==> config.mk <==
export PLATFORM = sky130hd
export DESIGN_NAME = fifo_resultados_div
export DESIGN_NICKNAME = d
export VERILOG_FILES = /design/src/rtl/fifo_resultados_div.sv
export SDC_FILE = /design/constraint.sdc
export NUM_CORES = 1
export LEC_CHECK = 0
export BUFFER_PORTS_ARGS = -buffer_cell sky130_fd_sc_hd__buf_2
export CORE_MARGIN = 2
export CORE_UTILIZATION = 50
export DETAILED_ROUTE_END_ITERATION = 6
export GPL_ROUTABILITY_DRIVEN = 0
export GPL_TIMING_DRIVEN = 0
export PLACE_DENSITY = 0.71
export SYNTH_ARGS = -nofsm -noshare
export SYNTH_HDL_FRONTEND = slang
export SYNTH_SLANG_ARGS = --single-unit
==> constraint.sdc <==
create_clock -name CLK -period 7.45 [get_ports CLK]
set_clock_uncertainty 0.1 [all_clocks]
set_input_delay 0.745 -clock CLK [delete_from_list [all_inputs] [get_ports CLK]]
set_output_delay 0.745 -clock CLK [all_outputs]
set_load 0.1 [all_outputs]
==> src/rtl/fifo_resultados_div.sv <==
// Result buffer behind the pipelined divider: a first-word-fall-through FIFO for {Coc, Res}
// pairs, plus tracking of in-flight divisions that yields an issue credit for Start.
module fifo_resultados_div #(
  parameter int tamanyo = 32,
  parameter int PROF    = 8
) (
  input  logic                   CLK,
  input  logic                   RSTa,
  input  logic                   Start_in,
  input  logic                   Done_in,
  input  logic [tamanyo-1:0]     Coc_in,
  input  logic [tamanyo-1:0]     Res_in,
  output logic                   Out_valid,
  input  logic                   Out_ready,
  output logic [tamanyo-1:0]     Coc_out,
  output logic [tamanyo-1:0]     Res_out,
  output logic [$clog2(PROF):0]  Cuenta,
  output logic [$clog2(PROF):0]  En_vuelo,
  output logic                   Puede_empezar,
  output logic                   Overflow,
  output logic                   Violacion
);

  localparam int AW = $clog2(PROF);
  localparam int CW = AW + 1;
  localparam logic [CW-1:0] LLENO = CW'(PROF);

  logic [2*tamanyo-1:0] mem [PROF];
  logic [2*tamanyo-1:0] head;
  logic [AW-1:0]        wp;
  logic [AW-1:0]        rp;
  logic                 pop;
  logic                 push;
  logic [CW:0]          ocupado;

  // In-flight count: saturates at PROF on issue, floors at 0 on return.
  function automatic logic [CW-1:0] vuelo_sig(input logic [CW-1:0] v,
                                               input logic st, input logic dn);
    logic [CW-1:0] r;
    r = v;
    if (st && !dn && v != LLENO)
      r = v + 1'b1;
    else if (dn && !st && v != '0)
      r = v - 1'b1;
    return r;
  endfunction

  assign head          = mem[rp];
  assign Out_valid     = (Cuenta != '0);
  assign Coc_out       = Out_valid ? head[2*tamanyo-1:tamanyo] : '0;
  assign Res_out       = Out_valid ? head[tamanyo-1:0] : '0;
  assign pop           = Out_valid & Out_ready;
  assign push          = Done_in & ~RSTa & ((Cuenta != LLENO) | pop);
  assign ocupado       = {1'b0, Cuenta} + {1'b0, En_vuelo};
  assign Puede_empezar = (ocupado < {1'b0, LLENO});

  always_ff @(posedge CLK) begin
    if (push)
      mem[wp] <= {Coc_in, Res_in};
  end

  always_ff @(posedge CLK) begin
    if (RSTa) begin
      wp        <= '0;
      rp        <= '0;
      Cuenta    <= '0;
      En_vuelo  <= '0;
      Overflow  <= 1'b0;
      Violacion <= 1'b0;
    end else begin
      if (push)
        wp <= wp + 1'b1;
      if (pop)
        rp <= rp + 1'b1;
      if (push && !pop)
        Cuenta <= Cuenta + 1'b1;
      else if (pop && !push)
        Cuenta <= Cuenta - 1'b1;
      En_vuelo <= vuelo_sig(En_vuelo, Start_in, Done_in);
      // A result that finds the FIFO full with no pop to make room is lost.
      if (Done_in && !push)
        Overflow <= 1'b1;
      if ((Start_in && !Puede_empezar) || (Done_in && !Start_in && En_vuelo == '0))
        Violacion <= 1'b1;
    end
  end

endmodule

==> metrics.txt, run 1 <==
# TYPE chip_impl_metric gauge
chip_impl_info{name="outcome",value="finished clean"} 1
chip_impl_metric{name="synth_area_per_cell",unit="sq um"} 22.0
chip_impl_metric{name="share_clk_of_total_power",unit=""} 0.272
chip_impl_metric{name="chipWidth",unit="um"} 206
chip_impl_metric{name="total_power",unit="mW"} 9.36
chip_impl_metric{name="cp_max_fo",unit=""} 10
chip_impl_metric{name="detail_route.drc_violations",unit=""} 0
chip_impl_info{name="post-synth-top-area-cell",value="sky130_fd_sc_hd__edfxtp_1"} 1
chip_impl_metric{name="switchingPower",unit="mW"} 3.74
chip_impl_metric{name="grt_pass1_wl",unit="mm"} 60.5
chip_impl_metric{name="clock_insertion_delay_worst_skew",unit="ns"} 0.56
chip_impl_metric{name="fp.dieArea",unit="sq um"} 42500
chip_impl_metric{name="core_footprint",unit="sq um"} 40600
chip_impl_metric{name="syn2layout_area_growth",unit="%"} 18.4
chip_impl_metric{name="worstPathArrival",unit="ns"} 2.87
chip_impl_metric{name="max_clock_freq",unit="MHz"} 269
chip_impl_metric{name="cell_rows",unit=""} 74
chip_impl_metric{name="postCtsHoldBufs",unit=""} 0
chip_impl_metric{name="synthDominantCellAreaShare",unit=""} 0.752
chip_impl_metric{name="number_of_drc_markers_in_iteration_0",unit=""} 846
chip_impl_metric{name="seq_area_frac_synth",unit=""} 0.771
chip_impl_metric{name="clock_pin_slew_reported_for_the_worst_setup_and_hold_paths_after_clock_tree_synthesis",unit="ns"} 0.07
chip_impl_metric{name="timing_worst_slew_pin_value",unit="ns"} 1.07
chip_impl_metric{name="detailedRoute.firstPassIterationCount",unit=""} 7
chip_impl_metric{name="cts_sinks",unit=""} 531
chip_impl_info{name="most_common_library_cell_in_the_layout_ignoring_fill_and_taps",value="sky130_fd_sc_hd__edfxtp_1"} 1
chip_impl_info{name="final_cell_mix",value="512 x sky130_fd_sc_hd__edfxtp_1, 165 x sky130_fd_sc_hd__buf_2, 129 x sky130_fd_sc_hd__mux4_2"} 1
chip_impl_metric{name="cts_resized",unit=""} 0
chip_impl_metric{name="ir_worst_vdd",unit="mV"} 0.372
chip_impl_metric{name="power.internal",unit="mW"} 5.62
chip_impl_metric{name="antenna_violations_before_repair",unit=""} 5
chip_impl_info{name="worst-setup-path-type",value="flip-flop to primary output"} 1
chip_impl_metric{name="yosysUniqueCellTypes",unit=""} 35
chip_impl_metric{name="synth.cell_area",unit="sq um"} 20400
chip_impl_metric{name="ios",unit=""} 145
chip_impl_info{name="cts_tree",value="built"} 1
chip_impl_metric{name="via_count",unit=""} 9791
chip_impl_metric{name="place.detailed.instances",unit=""} 1643
chip_impl_metric{name="gr-usage-all-layers",unit=""} 0.194
chip_impl_metric{name="pwr-share-seq",unit=""} 0.364
chip_impl_info{name="critPathCaptureType",value="primary output"} 1
chip_impl_metric{name="pwr_density_cell",unit="nW/um^2"} 387
chip_impl_metric{name="grt_start_max_net_pins",unit=""} 23
chip_impl_metric{name="viasPerCell",unit=""} 5.62
chip_impl_metric{name="globalRoute.totalOverflow",unit=""} 0
chip_impl_metric{name="number_of_global_route_vias_before_repair",unit=""} 9942
chip_impl_metric{name="post-cts-setup-buffers",unit=""} 0
chip_impl_metric{name="finalWirelength",unit="mm"} 40.6
chip_impl_metric{name="netSwitchingFraction",unit=""} 0.400
chip_impl_metric{name="max_slew_margin",unit=""} 0.282
chip_impl_metric{name="finalSetupTns",unit="ns"} 0
chip_impl_metric{name="maximum_clock_path_buffer_count",unit=""} 3
chip_impl_metric{name="synth-seq-cells",unit=""} 531
chip_impl_metric{name="final_max_slew_viol_count",unit=""} 0
chip_impl_metric{name="report.final.hold_viol_count",unit=""} 0
chip_impl_metric{name="tritoncts.num_buffers",unit=""} 51
chip_impl_metric{name="postSynthCellCount",unit=""} 928
chip_impl_metric{name="placement.io_buffers",unit=""} 144
chip_impl_metric{name="fp.dieH",unit="um"} 206
chip_impl_info{name="grt_setup_unrepaired",value="no"} 1
chip_impl_metric{name="multi_input_comb_area",unit="sq um"} 4490
chip_impl_metric{name="detail_route.wl_per_cell",unit="um"} 23.3
chip_impl_metric{name="maxCapViolCount",unit=""} 0
chip_impl_metric{name="post_route_cells_drive_above_1_share",unit=""} 0.361
chip_impl_info{name="start_kind",value="flip-flop"} 1
chip_impl_metric{name="layout_cells_excl_fill",unit=""} 1741
chip_impl_metric{name="setup_viol_count_final",unit=""} 0
chip_impl_metric{name="synthesis.yosys.warnings",unit=""} 0
chip_impl_metric{name="fin_crit_sh",unit=""} 0.499
chip_impl_metric{name="initial_utilization",unit=""} 0.504
chip_impl_metric{name="required",unit="ns"} 6.61
chip_impl_metric{name="htree_levels",unit=""} 2
chip_impl_metric{name="finish.net_count",unit=""} 1245
chip_impl_info{name="ctsRootBufferMaster",value="sky130_fd_sc_hd__clkbuf_16"} 1
chip_impl_metric{name="drtAntennaViolNets",unit=""} 0
chip_impl_metric{name="postSynthNetCount",unit=""} 1009
chip_impl_metric{name="leakage",unit="nW"} 7.90
chip_impl_metric{name="hpwl",unit="mm"} 26.0
chip_impl_metric{name="area.sequential",unit="sq um"} 15800
chip_impl_info{name="min-delay-path-class",value="primary input to flip-flop"} 1
chip_impl_metric{name="n_fill_cell",unit=""} 2899
chip_impl_metric{name="final.min_clock_period",unit="ns"} 3.72
chip_impl_info{name="synth_area_leaders",value="sky130_fd_sc_hd__edfxtp_1 75%, sky130_fd_sc_hd__mux4_2 14%, sky130_fd_sc_hd__mux2i_1 3.2%, sky130_fd_sc_hd__dfxtp_1 1.9%, sky130_fd_sc_hd__nor2_1 1.6%"} 1
chip_impl_metric{name="pwr-share-comb",unit=""} 0.365
-- critical path, stage by stage (launching register included) --
cell	delay, ns
sky130_fd_sc_hd__dfxtp_1	0.32
sky130_fd_sc_hd__buf_2	0.28
sky130_fd_sc_hd__buf_1	0.57
sky130_fd_sc_hd__mux4_2	0.33
sky130_fd_sc_hd__mux2i_1	0.08
sky130_fd_sc_hd__nor2_1	0.23
sky130_fd_sc_hd__buf_2	0.48
-- cell families (layout without fill, tap and decap cells) --
kind of cell	Yosys count	count (layout)	synth area share
compound gates	21	21	0.00680
xor+xnor	7	7	0.00300
fa+ha+maj	12	12	0.00808
buf+inv	47	322	0.0127
flops	531	531	0.771
mux	196	196	0.175
other cells	0	6	0
simple gates	114	114	0.0234
-- power groups by stage --
stage	Clock [mW]	Combinational, mW	Sequential, mW
after floorplan	0	2.68	3.58
after global placement	0	3.40	3.47
after detailed placement	0	3.44	3.46
after CTS	2.59	3.45	3.40
after global routing	2.70	3.57	3.41
final	2.54	3.41	3.40
-- synth_stat cells (all sizes together) --
cell type    n
ha          10
a21o         2
nor4         2
nand3b       1
clkbuf       3
o22ai        1
or3          1
a31o         2
buf         42
a21oi        9
a2111oi      1
mux2i       66
inv          2
nand2b       7
a31oi        1
nand2        7
mux2         1
xnor2        4
nand3        3
nor2        88
a22oi        1
o21ai        1
mux4       129
xor2         3
o21a         1
fa           2
edfxtp     512
dfxtp       19
nor3         3
nor2b        2
a211oi       2
-- final timing paths --
path	from	end	slack (ns)	cells past startpoint
setup reg to reg	Cuenta[0]	mem[0][48]	4.49	7
setup / recovery	flip-flop	Coc_out[8]	3.73	6
hold reg to reg	Overflow	Overflow	0.38	2
hold / removal	Coc_in[22]	mem[4][54]	0.35	1
-- metrics by stage --
| step | setup WS (ns) | instance area (sq um) | hold WS, ns | util |
|---|---|---|---|---|
| global placement | -3.52 | 21800 | 0.350 | 0.538 |
| floorplan | 0.113 | 20400 | 0.354 | - |
| detailed placement | 3.75 | 22500 | 0.358 | 0.555 |
| global route | 3.59 | 24200 | 0.333 | 0.596 |
| CTS | 3.70 | 24200 | 0.324 | 0.596 |
| finish | 3.73 | 24200 | 0.347 | 0.596 |
-- per-layer routing --
metal / vias to the layer above / track usage / part of all wire
met2: 284 / 0.302 / 0.48
met5: - / 0 / 0.0010
met1: 5125 / 0.285 / 0.44
li1: 4320 / - / -
met4: 6 / 0.0464 / 0.016
met3: 56 / 0.0421 / 0.068
-- sequential cells by signal, summed over array words and instances (netlist names), named ones only --
signal     flops
Violacion      1
Overflow       1
wp             3
En_vuelo       4
mem          512
rp             3
Cuenta         4
-- layout make-up --
cell class	count	area share
antenna	6	0.000621
buffer	45	0.0104
clock buffer	70	0.0627
clock inverter	22	0.00652
inverter	2	0.000310
multi-input combinational	350	0.186
sequential	531	0.651
tap	532	0.0275
timing repair buffer	183	0.0548
Note: power is estimated with default switching activity, not from simulation.
==> run 2, diff against run 1 <==
Clock period 7.45 ns to 3.29 ns, I/O delays scaled along.
==> run 2 against run 1 <==
Against the previous run:
- combinational power increased by 130%
- via count increased by 1.6%
- critical path depth unchanged
- non-clock buffer count increased by 62
- flip-flop and latch count unchanged
- clock power increased by 110%
- global-route usage increased by 0.63 points
- critical endpoint is now Res_out[4]
- largest cell class unchanged
==> metrics.txt, run 2 (synthesis results as in run 1) <==
# TYPE chip_impl_metric gauge
chip_impl_metric{name="maxCapViolCount",unit=""} 0
chip_impl_metric{name="core_footprint",unit="sq um"} 40600
chip_impl_metric{name="worstRegToRegCells",unit=""} 10
chip_impl_metric{name="leakage",unit="nW"} 8.11
chip_impl_metric{name="maximum_clock_path_buffer_count",unit=""} 3
chip_impl_metric{name="cts_sinks",unit=""} 531
chip_impl_metric{name="viasPerCell",unit=""} 5.55
chip_impl_metric{name="syn2layout_area_growth",unit="%"} 21.2
chip_impl_info{name="final_cell_mix",value="512 x sky130_fd_sc_hd__edfxtp_1, 166 x sky130_fd_sc_hd__buf_2, 129 x sky130_fd_sc_hd__mux4_2"} 1
chip_impl_metric{name="final_max_slew_viol_count",unit=""} 0
chip_impl_metric{name="grt_start_max_net_pins",unit=""} 24
chip_impl_metric{name="area.sequential",unit="sq um"} 15800
chip_impl_metric{name="max_slew_margin",unit=""} 0.366
chip_impl_metric{name="fp.dieH",unit="um"} 206
chip_impl_metric{name="post_route_cells_drive_above_1_share",unit=""} 0.342
chip_impl_metric{name="antenna_violations_before_repair",unit=""} 2
chip_impl_metric{name="detailedRoute.firstPassIterationCount",unit=""} 7
chip_impl_info{name="most_crowded_layer_after_global_routing",value="met2"} 1
chip_impl_metric{name="fp.dieArea",unit="sq um"} 42500
chip_impl_metric{name="netSwitchingFraction",unit=""} 0.407
chip_impl_metric{name="power.internal",unit="mW"} 12.3
chip_impl_metric{name="setup.reg_to_reg.worst_slack",unit="ns"} 0.46
chip_impl_metric{name="pwr-share-seq",unit=""} 0.371
chip_impl_metric{name="ios",unit=""} 145
chip_impl_metric{name="gr-usage-all-layers",unit=""} 0.201
chip_impl_info{name="timing.hold.worst_endpoint",value="Violacion"} 1
chip_impl_metric{name="finish.utilization",unit=""} 0.611
chip_impl_info{name="critPathCaptureType",value="primary output"} 1
chip_impl_metric{name="cell_rows",unit=""} 74
chip_impl_metric{name="detail_route.wl_per_cell",unit="um"} 23.1
chip_impl_metric{name="drtAntennaViolNets",unit=""} 0
chip_impl_info{name="most_common_library_cell_in_the_layout_ignoring_fill_and_taps",value="sky130_fd_sc_hd__edfxtp_1"} 1
chip_impl_metric{name="switchingPower",unit="mW"} 8.47
chip_impl_metric{name="clock_insertion_delay_worst_skew",unit="ns"} 0.56
chip_impl_metric{name="final.min_clock_period",unit="ns"} 3.09
chip_impl_metric{name="n_fill_cell",unit=""} 2870
chip_impl_metric{name="via_count",unit=""} 9952
chip_impl_metric{name="detail_route.drc_violations",unit=""} 0
chip_impl_metric{name="fin_crit_sh",unit=""} 0.940
chip_impl_metric{name="pwr-share-comb",unit=""} 0.379
chip_impl_metric{name="initial_utilization",unit=""} 0.504
chip_impl_metric{name="hpwl",unit="mm"} 25.6
chip_impl_info{name="reg_top3",value="mem: 512 flops, Cuenta: 4 flops, En_vuelo: 4 flops"} 1
chip_impl_metric{name="global_route.usage.met1",unit=""} 0.282
chip_impl_metric{name="grt_pass1_wl",unit="mm"} 62.4
chip_impl_metric{name="setup_viol_count_final",unit=""} 0
chip_impl_metric{name="number_of_drc_markers_in_iteration_0",unit=""} 903
chip_impl_info{name="rr_startpoint",value="Cuenta[2]"} 1
chip_impl_metric{name="largest_register_ffs",unit=""} 512
chip_impl_metric{name="clock_pin_slew_reported_for_the_worst_setup_and_hold_paths_after_clock_tree_synthesis",unit="ns"} 0.06
chip_impl_metric{name="globalRoute.totalOverflow",unit=""} 0
chip_impl_info{name="rr_endpoint",value="Cuenta[3]"} 1
chip_impl_metric{name="chipWidth",unit="um"} 206
chip_impl_metric{name="fin_worst_hold_slack",unit="ns"} 0.0685
chip_impl_info{name="regMostFlops",value="mem"} 1
chip_impl_metric{name="number_of_global_route_vias_before_repair",unit=""} 10300
chip_impl_metric{name="timing_worst_slew_pin_value",unit="ns"} 0.944
chip_impl_metric{name="finalWirelength",unit="mm"} 41.5
chip_impl_metric{name="pwr_density_cell",unit="nW/um^2"} 840
chip_impl_info{name="start_kind",value="flip-flop"} 1
chip_impl_info{name="cts_tree",value="built"} 1
chip_impl_metric{name="place.detailed.instances",unit=""} 1638
chip_impl_metric{name="tritoncts.num_buffers",unit=""} 50
chip_impl_metric{name="met2_usage",unit=""} 0.326
chip_impl_metric{name="required",unit="ns"} 2.86
chip_impl_metric{name="worstPathArrival",unit="ns"} 2.66
chip_impl_info{name="worst_hold_startpoint",value="RSTa"} 1
chip_impl_info{name="worst-setup-path-type",value="flip-flop to primary output"} 1
chip_impl_info{name="outcome",value="finished clean"} 1
chip_impl_metric{name="finish.net_count",unit=""} 1306
chip_impl_metric{name="multi_input_comb_area",unit="sq um"} 4550
chip_impl_metric{name="groute.layer.met3.usage",unit=""} 0.0325
chip_impl_info{name="min-delay-path-class",value="primary input to flip-flop"} 1
chip_impl_metric{name="placement.io_buffers",unit=""} 144
chip_impl_info{name="grt_setup_unrepaired",value="no"} 1
chip_impl_metric{name="ir_worst_vdd",unit="mV"} 0.929
chip_impl_info{name="ctsRootBufferMaster",value="sky130_fd_sc_hd__clkbuf_16"} 1
chip_impl_metric{name="layout_cells_excl_fill",unit=""} 1794
chip_impl_metric{name="max_clock_freq",unit="MHz"} 323
chip_impl_metric{name="cp_max_fo",unit=""} 10
chip_impl_metric{name="report.final.hold_viol_count",unit=""} 0
chip_impl_metric{name="htree_levels",unit=""} 2
chip_impl_metric{name="share_clk_of_total_power",unit=""} 0.251
chip_impl_metric{name="hold_path_depth",unit=""} 3
==> run 2: cell types whose count changed in the layout (fill, tap and decap cells not counted), sizes merged <==
cell	change
inv	+2
dlygate4sd3	+67
bufinv	-1
clkbuf	-5
clkinv	+2
diode	-5
buf	-10
clkdlybuf4s15	+3
==> run 2: through the flow <==
stage | power (mW) | area, sq um | setup WS [ns] | setup TNS (ns)
after global routing | 21.5 | 24800 | 0.0812 | 0
after CTS | 21.0 | 24800 | 0.00651 | 0
final | 20.8 | 24800 | 0.198 | 0
after detailed placement | 15.7 | 22600 | 0.0529 | 0
after global placement | 15.6 | 21900 | -2.45 | -863.81
after floorplan | 14.2 | 20600 | -0.409 | -51.74
==> run 2: final cells by class <==
cell class,count,area share
multi-input cells,350,0.184
flip-flops and latches,531,0.637
plain buffers,45,0.0115
diodes,1,0.000101
inverters,2,0.000303
well taps,532,0.0269
clock buffers,63,0.0534
clock inverters,25,0.00571
repair buffers,245,0.0818
==> run 2: power by group through the flow <==
stage / combinational, mW / clock (mW) / sequential [mW]
finish: 7.88 / 5.22 / 7.71
detailed placement: 7.86 / 0 / 7.86
global placement: 7.77 / 0 / 7.86
CTS: 7.96 / 5.33 / 7.71
global route: 8.23 / 5.56 / 7.73
floorplan: 6.12 / 0 / 8.13
==> run 2: what timing repair did <==
item                       4_1_cts  5_1_grt
setup endpoints to repair       14        8
hold endpoints to repair       516        0
setup buffers                    0        0
pin swaps                        0        0
resized for setup               10        4
hold buffers                    67        0
==> run 2: metal layers <==
layer / vias up / wire length, um
met4: 2 / 1070
met5: - / 13
li1: 4427 / -
met3: 70 / 2270
met1: 5169 / 17700
met2: 284 / 20500
==> run 2: how the worst max path moves through the flow <==
stage               from         end  slack [ns]
6_report       flip-flop  Res_out[4]        0.20
5_1_grt        flip-flop  Res_out[3]        0.08
4_1_cts        flip-flop  Coc_out[3]       0.007
3_5_place_dp        RSTa   Cuenta[3]        0.05
3_3_place_gp   Out_ready  mem[0][59]       -2.45
2_1_floorplan  Cuenta[0]   mem[0][0]       -0.41
==> run 2: critical path, stage by stage (launching register included) <==
cell                       delay, ns
sky130_fd_sc_hd__dfxtp_1        0.34
sky130_fd_sc_hd__clkbuf_4       0.27
sky130_fd_sc_hd__buf_4          0.29
sky130_fd_sc_hd__mux4_2         0.54
sky130_fd_sc_hd__mux2i_1        0.28
sky130_fd_sc_hd__nor2_1         0.07
sky130_fd_sc_hd__buf_2          0.30
